**config.mk**
```make
export PLATFORM = sky130hd
export DESIGN_NAME = row_packer_flat
export DESIGN_NICKNAME = d
export VERILOG_FILES = /design/src/rtl/row_packer_if.sv /design/src/rtl/row_packer.sv /design/src/flat_wrapper.sv
export SDC_FILE = /design/constraint.sdc
export NUM_CORES = 1
export LEC_CHECK = 0
export BUFFER_PORTS_ARGS = -buffer_cell sky130_fd_sc_hd__buf_4
export CORE_AREA = 2 2 120 122
export DETAILED_ROUTE_END_ITERATION = 6
export DIE_AREA = 0 0 122 124
export PLACE_DENSITY = 0.75
export SYNTH_ARGS = -nofsm -noshare
export SYNTH_HDL_FRONTEND = slang
export SYNTH_SLANG_ARGS = --single-unit
```
**constraint.sdc**
```tcl
create_clock -name clk -period 5 [get_ports clk]
set_input_delay 1 -clock clk [delete_from_list [all_inputs] [get_ports clk]]
set_output_delay 1 -clock clk [all_outputs]
set_load 0.005 [all_outputs]
```
**src/rtl/row_packer_if.sv**
```systemverilog
// ============================================================================
// Module      : row_packer_if
// Description : Pixel-in / row-out handshake bundle for row_packer.
// Revision    : 1.0
// ============================================================================
`default_nettype none

interface row_packer_if #(
    parameter int R = 10,
    parameter int W = 8
) ();
    logic           s_valid;
    logic           s_ready;
    logic [W-1:0]   s_data;
    logic           s_last;
    logic           m_valid;
    logic           m_ready;
    logic [R*W-1:0] m_data;

    modport slave (
        input  s_valid, s_data, s_last, m_ready,
        output s_ready, m_valid, m_data
    );

    modport master (
        output s_valid, s_data, s_last, m_ready,
        input  s_ready, m_valid, m_data
    );
endinterface

`default_nettype wire

```
**src/rtl/row_packer.sv**
```systemverilog
// ============================================================================
// Module      : row_packer
// Description : Packs a serial signed pixel stream into R-lane rows using two
//               ping-pong banks. Optional ReLU on entry: ROW_PACKER_RELU_EN.
// Revision    : 1.0
// ============================================================================
`default_nettype none

module row_packer #(
    parameter int R = 10,
    parameter int W = 8
) (
    input  wire logic    clk,
    input  wire logic    rstn,
    row_packer_if.slave  bus
);
    localparam int                 c_COL_W    = (R > 1) ? $clog2(R) : 1;
    localparam logic [c_COL_W-1:0] c_LAST_COL = c_COL_W'(R - 1);

    logic [R*W-1:0]   r_bank [2];
    logic [c_COL_W-1:0] r_col;
    logic             r_wr;
    logic             r_rd;
    logic [1:0]       r_cnt;

    logic             w_s_ready;
    logic             w_m_valid;
    logic             w_s_acc;
    logic             w_m_acc;
    logic             w_close;
    logic [W-1:0]     w_pixel;

    // Readiness depends only on the registered fill count, never on m_ready.
    assign w_s_ready = (r_cnt != 2'd2);
    assign w_m_valid = (r_cnt != 2'd0);
    assign w_s_acc   = bus.s_valid && w_s_ready;
    assign w_m_acc   = w_m_valid && bus.m_ready;
    assign w_close   = w_s_acc && ((r_col == c_LAST_COL) || bus.s_last);

`ifdef ROW_PACKER_RELU_EN
    assign w_pixel = bus.s_data[W-1] ? '0 : bus.s_data;
`else
    assign w_pixel = bus.s_data;
`endif

    assign bus.s_ready = w_s_ready;
    assign bus.m_valid = w_m_valid;
    assign bus.m_data  = r_bank[r_rd];

    // Lanes above the closing column are zero-filled so short rows are clean.
    always_ff @(posedge clk or negedge rstn) begin
        if (!rstn) begin
            r_bank[0] <= '0;
            r_bank[1] <= '0;
        end else if (w_s_acc) begin
            for (int i = 0; i < R; i++) begin
                if (c_COL_W'(i) == r_col) begin
                    r_bank[r_wr][i*W +: W] <= w_pixel;
                end else if (w_close && (c_COL_W'(i) > r_col)) begin
                    r_bank[r_wr][i*W +: W] <= '0;
                end
            end
        end
    end

    always_ff @(posedge clk or negedge rstn) begin
        if (!rstn) begin
            r_col <= '0;
            r_wr  <= 1'b0;
        end else if (w_close) begin
            r_col <= '0;
            r_wr  <= ~r_wr;
        end else if (w_s_acc) begin
            r_col <= r_col + 1'b1;
        end
    end

    always_ff @(posedge clk or negedge rstn) begin
        if (!rstn) begin
            r_rd <= 1'b0;
        end else if (w_m_acc) begin
            r_rd <= ~r_rd;
        end
    end

    always_ff @(posedge clk or negedge rstn) begin
        if (!rstn) begin
            r_cnt <= 2'd0;
        end else begin
            case ({w_close, w_m_acc})
                2'b10:   r_cnt <= r_cnt + 2'd1;
                2'b01:   r_cnt <= r_cnt - 2'd1;
                default: r_cnt <= r_cnt;
            endcase
        end
    end
endmodule

`default_nettype wire

```
**src/flat_wrapper.sv**
```systemverilog
// flat-port wrapper written by rule: the top's interface ports become plain ports
module row_packer_flat 
#(
    parameter int R = 10,
    parameter int W = 8
)
  (clk, rstn, bus_s_valid, bus_s_data, bus_s_last, bus_m_ready, bus_s_ready, bus_m_valid, bus_m_data);
  row_packer_if #(.R(R), .W(W)) bus_i ();
  input  wire logic clk;
  input  wire logic rstn;
  input wire logic [$bits(bus_i.s_valid)-1:0] bus_s_valid;
  input wire logic [$bits(bus_i.s_data)-1:0] bus_s_data;
  input wire logic [$bits(bus_i.s_last)-1:0] bus_s_last;
  input wire logic [$bits(bus_i.m_ready)-1:0] bus_m_ready;
  output wire logic [$bits(bus_i.s_ready)-1:0] bus_s_ready;
  output wire logic [$bits(bus_i.m_valid)-1:0] bus_m_valid;
  output wire logic [$bits(bus_i.m_data)-1:0] bus_m_data;
  assign bus_i.s_valid = bus_s_valid;
  assign bus_i.s_data = bus_s_data;
  assign bus_i.s_last = bus_s_last;
  assign bus_i.m_ready = bus_m_ready;
  assign bus_s_ready = bus_i.s_ready;
  assign bus_m_valid = bus_i.m_valid;
  assign bus_m_data = bus_i.m_data;
  row_packer #(.R(R), .W(W)) u_core (.clk(clk), .rstn(rstn), .bus(bus_i));
endmodule
```
==> results of run 1 <==
worst reg2reg max path: stages, from the launching register on:
cell and delay (ns):
dfrtp_1 0.51, inv_1 0.20, ha_1 0.36, nand3b_1 0.56, nand2_1 0.29, nand2_1 0.27, o2bb2ai_1 0.25
logic make-up after synthesis:
family / Yosys count / share of synthesized area [%]
AO/OA/AOI/OAI: 166 / 18.4
XOR/XNOR: 5 / 0.590
adder cells (fa/ha/maj): 5 / 0.843
buffers and inverters: 47 / 3.39
flip-flops: 168 / 56.7
multiplexers: 89 / 13.5
AND/OR/NAND/NOR: 89 / 6.64
layout by cell type, fill, tap and decap left out, types with 4 or more instances in the layout:
cell type | Yosys | layout
and2_1 | 4 | 4
buf_4 | 6 | 97
clkbuf_16 | 0 | 17
clkbuf_8 | 0 | 4
dfrtp_1 | 168 | 167
ha_1 | 5 | 5
inv_1 | 10 | 10
mux2_2 | 88 | 88
nand2_1 | 38 | 38
nand2_2 | 12 | 12
nand4_1 | 7 | 7
nor2_1 | 6 | 6
o21ai_0 | 19 | 19
o2bb2ai_1 | 136 | 136
routing by layer:
layer  routed length, um  global-route usage, %  up-vias
met5                   0                      0        -
met4                 448                   9.77        0
met3                1110                   5.59       39
met2                9310                   42.8      201
met1                8530                   37.3     2684
li1                    -                      -     2320
state kept, by name (all words and copies together), names as in the netlist:
name,flops
u_core.r_col,4
u_core.r_wr,1
u_core.r_cnt,2
u_core.r_bank,160
u_core.r_rd,1
cell type report:
type,count,area [um^2],share of cell area [%]
Sequential cell,168,4210,48.1
Multi-Input combinational cell,354,2970,33.9
Timing Repair Buffer,98,739,8.46
Clock buffer,24,492,5.63
Tap cell,180,225,2.58
Clock inverter,7,68.8,0.788
Inverter,11,41.3,0.473
power by group:
part / total (W) / switching (W) / internal (W)
clock: 0.00125 / 0.000516 / 0.000733
sequential: 0.00203 / 0.000303 / 0.00172
combinational: 0.00170 / 0.000835 / 0.000863
through the flow:
stage          setup WS (ns)  hold WS [ns]  area [um^2]
6_report                1.66         0.483         8740
5_1_grt                 1.57         0.497         8740
4_1_cts                 1.65         0.487         8740
3_5_place_dp            2.12         0.468         8180
3_3_place_gp            2.13         0.466         8180
2_1_floorplan           2.77         0.451         7420
how the worst max path moves through the flow:
stage	start	end	depth (start not counted)
6_report	u_core.r_rd$_DFFE_PN0P_	bus_m_data[40]	3
5_1_grt	u_core.r_rd$_DFFE_PN0P_	bus_m_data[40]	3
4_1_cts	u_core.r_rd$_DFFE_PN0P_	bus_m_data[40]	3
3_5_place_dp	u_core.r_rd$_DFFE_PN0P_	bus_m_data[40]	3
3_3_place_gp	u_core.r_rd$_DFFE_PN0P_	bus_m_data[40]	3
2_1_floorplan	u_core.r_rd$_DFFE_PN0P_	bus_m_data[11]	3
==> metrics, run 1 <==
type of the worst min-delay path flop to flop; final sum of negative setup slack 0 ns; endpoint of the lowest-slack register-to-register path u_core.r_bank[146]$_DFFE_PN0P_; post-synthesis sequential element count 168; Yosys warning total 0; number of ports placed on the die boundary 95; CORE AREA 0.0137 mm^2; FILL cells 1069; cell repeated most along the worst path buf_4; number of vias per cell after detailed routing 6.23; dominant cell type by area after synthesis dfrtp_1; final setup violating endpoints 0; biggest fanout along the worst timing path 30; sort of element at the start of the critical path flop; final-stage net count 668; number of antenna violations at the first check in global routing 0; starting density of the core 54.1%; Hold Path Origin u_core.r_bank[107]$_DFFE_PN0P_; area of the die 0.0151 mm^2; Power Density 570 mW/mm^2; total leakage power 3.97 nW; post-CTS clock slew at the launch and capture registers of the worst setup and hold paths 0.06 ns; number of buffers added to fix hold violations after cts 0; placer congestion estimate 0.864; transition time at the pin with the least slew margin 1.11 ns; Clock Path Buffers 2; overall power 0.00498 W; WP data arrival 2.34 ns; Async SR Flop Fraction 100%; placed instance count 811; net count after synthesis 587; WP data required 4.00 ns; iteration-0 DRC count of the detailed router 476; largest net degree at the start of global routing 122; cell-by-cell trace of the critical path buf_4, mux2_2, buf_4; number of antenna diodes 0; x dimension of the die 122 um; Max stage delay on crit path 0.83 ns; leading cell type by number of instances after synthesis dfrtp_1; placed wire-length estimate after detailed placement 12.2 mm; core occupancy in the finished layout 63.7%; Antenna Violating Nets Remaining 0; worst slew slack as a fraction of its limit 26.0%; CTS sink count 168; depth of the worst hold-timing path 1; die outline height 124 um; outcome finished, final reports clean; R2R Setup Slk 2.42 ns; startpoint of the lowest-slack register-to-register path u_core.r_col[0]$_DFFE_PN0P_; final non-filler cell total 842; root cell of the clock tree clkbuf_16; nature of the critical path endpoint output pin; vias after detailed routing 5244; portion of synthesized cell area occupied by the leading cell type 56.7%; post-route DRC violation count 0; Netlist cell types 45; flip-flop cell with the highest count after synthesis dfrtp_1; mean area per synthesized cell 13.0 um^2; number of resized instances in the post-cts repair step 0; proportion of layout cells with a drive suffix above 1 35.6%; slowest stage cell on the critical path dfrtp_2; number of optimization iterations in the first detailed-route pass 5; unrepaired setup endpoints after global routing false; Clock Latency Late Sink 0.43 ns; number of flops mapped to enable cells by yosys 0; netlist area before placement 0.00742 mm^2; standard-cell rows 43; depth of the worst register-to-register path 6; Hold Crit Endpoint u_core.r_bank[107]$_DFFE_PN0P_; biggest area contributors in the synthesized netlist dfrtp_1 (57%), o2bb2ai_1 (16%), mux2_2 (13%); Final Hold Vio Count 0; most instantiated cells after synthesis dfrtp_1 (168), o2bb2ai_1 (136), mux2_2 (88); Slew Limit Fails 0; Gate Count Post-Synth 569; number of clock buffers inserted by TritonCTS 17; global route overflow 0; number of buffers added on ports 94; Peak supply drop 0.000349 V; Clock H-tree levels 4; critical setup path kind flop to output pin; fin crit period 3.34 ns; fraction of the cycle the final worst path needs 66.8%; TritonCTS clock tree yes; count of buffering cells on the critical path with inverters included 2; peak clock frequency supported by timing 0.299 GHz; final worst clock skew 0.00719 ns; max cap viols 0; number of global-route vias before repair 5348; overall routed net length 19.4 mm; share of the yosys chip area belonging to registers 56.7%; post-CTS setup buffer count 0; global-route wire length before repair 30.4 mm; signed area change from the synthesized netlist to the final layout 17.7%; overall global routing resource usage 27.1%; wire length per cell 23.1 um; cell family with most CP delay flip-flops
Note: power is estimated with default switching activity, not from simulation.
==> run 2, diff against run 1 <==
Clock period 5 ns to 3.2 ns, I/O delays scaled along.
==> metrics, run 2 (synthesized netlist as in run 1, its figures left out) <==
outcome finished, final reports clean; Final Hold Vio Count 0; cell-by-cell trace of the critical path buf_4, mux2_2, buf_4; area of the die 0.0151 mm^2; Clock Latency Late Sink 0.43 ns; largest registers ranked by flip-flop count u_core.r_bank: 160 flops, u_core.r_col: 4 flops, u_core.r_cnt: 2 flops; gr busiest metal met2; routing usage on met3 5.40%; final worst clock skew 0.0102 ns; number of resized instances in the post-cts repair step 0; overall routed net length 19.5 mm; sort of element at the start of the critical path flop; peak clock frequency supported by timing 0.398 GHz; max cap viols 0; fraction of met1 tracks used by global routing 38.1%; vias after detailed routing 5218; R2R Setup Slk 0.78 ns; iteration-0 DRC count of the detailed router 445; final sum of negative setup slack 0 ns; Placed Instance Area 0.00822 mm^2; Clock Path Buffers 2; post-route standard cell area excluding fillers 0.00885 mm^2; Antenna Violating Nets Remaining 0; commonest cells after routing, fill and taps aside dfrtp_1 (167), o2bb2ai_1 (136), buf_4 (100); total leakage power 4.02 nW; type of the worst min-delay path input port to asynchronous set/reset pin; nature of the critical path endpoint output pin; final setup violating endpoints 0; transition time at the pin with the least slew margin 0.761 ns; critical setup path kind flop to output pin; overall global routing resource usage 27.4%; number of clock buffers inserted by TritonCTS 17; Max stage delay on crit path 0.48 ns; leading cell type in the layout, fill and taps excluded dfrtp_1; cell repeated most along the worst path buf_4; largest net degree at the start of global routing 60; fraction of the cycle the final worst path needs 78.5%; root cell of the clock tree clkbuf_16; unrepaired setup endpoints after global routing false; proportion of layout cells with a drive suffix above 1 36.2%; WP data arrival 1.87 ns; biggest fanout along the worst timing path 44; global-route wire length before repair 30.7 mm; Power Density 909 mW/mm^2; number of antenna violations at the first check in global routing 0; placed wire-length estimate after detailed placement 12.4 mm; signed area change from the synthesized netlist to the final layout 19.2%; CTS sink count 168; top register by number of flip-flops u_core.r_bank; starting density of the core 54.1%; slowest stage cell on the critical path buf_4; number of buffers added to fix hold violations after cts 0; FILL cells 1040; number of optimization iterations in the first detailed-route pass 5; final-stage net count 672; global route overflow 0; wire length per cell 23.1 um; global-route track usage on met2 42.4%; placer congestion estimate 0.880; fin crit period 2.51 ns; x dimension of the die 122 um; number of vias per cell after detailed routing 6.18; post-route DRC violation count 0; TritonCTS clock tree yes; standard-cell rows 43; Slew Limit Fails 0; number of flip-flops in the largest register 160; die outline height 124 um; CORE AREA 0.0137 mm^2; worst slew slack as a fraction of its limit 49.1%; WP data required 2.56 ns; number of global-route vias before repair 5375; Clock H-tree levels 4; number of antenna diodes 0; number of ports placed on the die boundary 95; post-CTS clock slew at the launch and capture registers of the worst setup and hold paths 0.06 ns; post-CTS setup buffer count 0; Peak supply drop 0.000676 V; number of buffers added on ports 94
-- run 2: final cells by class --
type / count / area (um^2) / area share [%]
tap: 180 / 225 / 2.55
multi-input combinational: 354 / 2970 / 33.5
clock inverter: 12 / 200 / 2.26
inverter: 11 / 41.3 / 0.467
sequential: 168 / 4210 / 47.5
clock buffer: 18 / 429 / 4.85
timing repair buffer: 102 / 782 / 8.84
-- run 2: per-stage QoR --
step                      std cells  hold WS (ns)  total power [W]  util (%)  setup slack (ns)
after floorplan                 569         0.344          0.00478         -              1.33
after global placement          815         0.466          0.00575      59.9             0.924
after detailed placement        815         0.468          0.00584      59.9             0.835
after CTS                       845         0.178          0.00807      64.5             0.684
after global routing            845         0.206          0.00845      64.5             0.615
final                           845         0.170          0.00804      64.5             0.689
-- run 2: worst max-delay path: cells and delay by family (launching register included) --
| kind | cells | cell delay, ns |
|---|---|---|
| mux | 1 | 0.43 |
| buf+inv | 2 | 0.62 |
| flops | 1 | 0.35 |
-- run 2: final timing paths --
kind                                               start  cells past startpoint                            end
hold / removal                                      rstn                      1  u_core.r_bank[60]$_DFFE_PN0P_
setup / recovery                 u_core.r_rd$_DFFE_PN0P_                      3                 bus_m_data[48]
min in group clk           u_core.r_bank[61]$_DFFE_PN0P_                      1  u_core.r_bank[61]$_DFFE_PN0P_
setup reg to reg             u_core.r_col[2]$_DFFE_PN0P_                      6    u_core.r_cnt[1]$_DFFE_PN0P_
max in group asynchronous                           rstn                      2  u_core.r_bank[45]$_DFFE_PN0P_
hold reg to reg            u_core.r_bank[61]$_DFFE_PN0P_                      1  u_core.r_bank[61]$_DFFE_PN0P_
-- run 2: power breakdown --
group	switching (W)	internal [W]
logic	0.00137	0.00137
clock network	0.000835	0.00138
registers	0.000395	0.00270
-- run 2: metal layers --
layer / up-vias / routed length, um
met2: 160 / 9360
met1: 2703 / 8680
met3: 42 / 964
li1: 2313 / -
met4: 0 / 517
met5: - / 0
==> run 3, diff against run 2 <==
Settings changed: ABC_AREA set to 1, CORE_AREA 2 2 120 122 to 2 2 124 126, DIE_AREA 0 0 122 124 to 0 0 126 128.
Clock period 3.2 ns to 2.5 ns, I/O delays scaled along.
==> metrics, run 3 <==
power dissipated by switching net loads 0.00444 W; portion of synthesized cell area occupied by the leading cell type 52.4%; peak clock frequency supported by timing 0.444 GHz; Final Hold Vio Count 2; Async SR Flop Fraction 100%; most instantiated cells after synthesis nand2_1 (696), dfrtp_1 (168), inv_1 (24); post-CTS clock slew at the launch and capture registers of the worst setup and hold paths 0.06 ns; leading cell type by number of instances after synthesis nand2_1; standard-cell rows 45; netlist area before placement 0.00803 mm^2; Netlist cell types 28; placer congestion estimate 0.901; fraction of the cycle the final worst path needs 90.1%; nature of the critical path endpoint output pin; overall routed net length 20.8 mm; final sum of negative setup slack 0 ns; transition time at the pin with the least slew margin 0.665 ns; type of the worst min-delay path input port to asynchronous set/reset pin; die outline height 128 um; pre-CTS setup slack 0.632 ns; top register by number of flip-flops u_core.r_bank; Max stage delay on crit path 0.44 ns; signed area change from the synthesized netlist to the final layout 18.2%; leading cell type in the layout, fill and taps excluded nand2_1; biggest area contributors in the synthesized netlist dfrtp_1 (52%), nand2_1 (33%), nor2_8 (2.0%); Slew Limit Fails 0; overall global routing resource usage 27.1%; core occupancy in the finished layout 63.8%; final worst clock skew 0.0136 ns; worst setup slack after layout 0.247 ns; Clock Latency Late Sink 0.44 ns; TritonCTS clock tree yes; outcome finished with violations; count of buffering cells on the critical path with inverters included 3; WP data arrival 1.75 ns; clock network fraction of design power 24.2%; P_int 0.00719 W; cell family with most CP delay buffers and inverters; biggest fanout along the worst timing path 49; number of flip-flops in the largest register 160; Yosys warning total 0; Peak supply drop 0.000581 V; largest net degree at the start of global routing 81; final setup violating endpoints 0; commonest cells after routing, fill and taps aside nand2_1 (696), dfrtp_1 (167), buf_4 (98); number of global-route vias before repair 6342; placed wire-length estimate after detailed placement 13.3 mm; number of antenna violations at the first check in global routing 0; endpoint of the lowest-slack register-to-register path u_core.r_cnt[1]$_DFFE_PN0P_; post-CTS setup buffer count 0; startpoint of the lowest-slack register-to-register path u_core.r_col[1]$_DFFE_PN0P_; cell-by-cell trace of the critical path inv_2, buf_4, nand2_1, nand2_1, buf_4; starting density of the core 54.0%; total leakage power 5.58 nW; depth of the worst register-to-register path 8; critical setup path kind flop to output pin; proportion of power drawn by combinational gates 38.4%; area of the die 0.0161 mm^2; x dimension of the die 126 um; post-route worst hold slack -0.00409 ns; number of antenna diodes 0; R2R Setup Slk 0.63 ns; global-route wire length before repair 33.9 mm; max cap viols 0; WP data required 2.00 ns; mean area per synthesized cell 7.72 um^2; post-route DRC violation count 0; number of ports placed on the die boundary 95; vias after detailed routing 6863; overall power 0.0116 W; number of buffers added on ports 94; number of clock buffers inserted by TritonCTS 17; iteration-0 DRC count of the detailed router 561; number of buffers added to fix hold violations after cts 0; number of optimization iterations in the first detailed-route pass 6; worst slew slack as a fraction of its limit 55.6%; fin crit period 2.25 ns; number of vias per cell after detailed routing 5.17; Power Density 1230 mW/mm^2; dominant cell type by area after synthesis dfrtp_1; global route overflow 0; share of the yosys chip area belonging to registers 52.4%; largest registers ranked by flip-flop count u_core.r_bank: 160 flops, u_core.r_col: 4 flops, u_core.r_cnt: 2 flops; wire length per cell 15.7 um; CTS sink count 168; post-synthesis sequential element count 168; sort of element at the start of the critical path flop; number of flops mapped to enable cells by yosys 0; switching fraction of total power 38.2%; Clock Path Buffers 2; flip-flop cell with the highest count after synthesis dfrtp_1; slowest stage cell on the critical path buf_4; number of resized instances in the post-cts repair step 0; final-stage net count 1145; Antenna Violating Nets Remaining 0; unrepaired setup endpoints after global routing false; cell count along the critical path 5; net count after synthesis 1058; proportion of layout cells with a drive suffix above 1 16.7%; Gate Count Post-Synth 1040; Clock H-tree levels 4; root cell of the clock tree clkbuf_16; violated checks hold timing; sequential cell fraction of total power 37.4%; CORE AREA 0.0149 mm^2
run 3: cell types whose count changed after synthesis, sizes merged, moves of 3 or more:
cell | before | now
a21oi | 2 | 5
nand2 | 50 | 717
buf | 21 | 18
nor2 | 7 | 25
inv | 11 | 32
o2bb2ai | 136 | 0
mux2 | 88 | 0
nand2b | 3 | 0
nand3 | 3 | 16
and2 | 4 | 0
nand3b | 3 | 0
nor2b | 3 | 0
nand4 | 7 | 14
run 3: worst max path at each step:
stage / slack (ns) / start / end
4_1_cts: 0.24 / u_core.r_rd$_DFFE_PN0P_ / bus_m_data[58]
3_3_place_gp: 0.66 / u_core.r_col[1]$_DFFE_PN0P_ / u_core.r_cnt[1]$_DFFE_PN0P_
2_1_floorplan: 0.80 / u_core.r_col[1]$_DFFE_PN0P_ / u_core.r_cnt[1]$_DFFE_PN0P_
6_report: 0.25 / u_core.r_rd$_DFFE_PN0P_ / bus_m_data[27]
3_5_place_dp: 0.63 / u_core.r_col[1]$_DFFE_PN0P_ / u_core.r_cnt[1]$_DFFE_PN0P_
5_1_grt: 0.13 / u_core.r_rd$_DFFE_PN0P_ / bus_m_data[48]
run 3: final cells by class:
class	count	area, um^2
fill	1322	5380
sequential	168	4210
multi-input combinational	805	3480
timing repair buffer	102	807
clock buffer	25	485
tap	188	235
clock inverter	7	139
inverter	33	138
run 3: power by group through the flow:
stage | sequential (W) | clock (W) | combinational [W]
CTS | 0.00433 | 0.00284 | 0.00450
global route | 0.00447 | 0.00295 | 0.00500
finish | 0.00435 | 0.00282 | 0.00446
global placement | 0.00433 | 0 | 0.00441
floorplan | 0.00420 | 0 | 0.00281
detailed placement | 0.00436 | 0 | 0.00448
run 3: per-layer routing:
layer	vias to the layer above	track usage [%]	wire, um
li1	3344	-	-
met1	3242	38.2	9330
met2	237	41.8	9690
met3	40	5.13	1240
met4	0	10.7	561
met5	-	0	0
run 3: logic make-up (layout without fill, tap and decap cells):
logic type	count (synthesis)	after routing	share of synthesized area, %
AOI/OAI and AO/OA	23	23	1.43
xor gates and xnor gates	4	4	0.437
adders and majority gates	5	5	0.779
buffers and inverters	67	167	4.30
DFF	168	168	52.4
and+or+nand+nor	773	773	40.7
run 3: metrics by stage:
step / hold slack [ns] / cell area [um^2] / cells
finish: -0.00409 / 9490 / 1328
global route: 0.0310 / 9490 / 1328
CTS: 0.0135 / 9490 / 1328
detailed placement: 0.458 / 8860 / 1296
global placement: 0.453 / 8860 / 1296
floorplan: 0.204 / 8030 / 1040
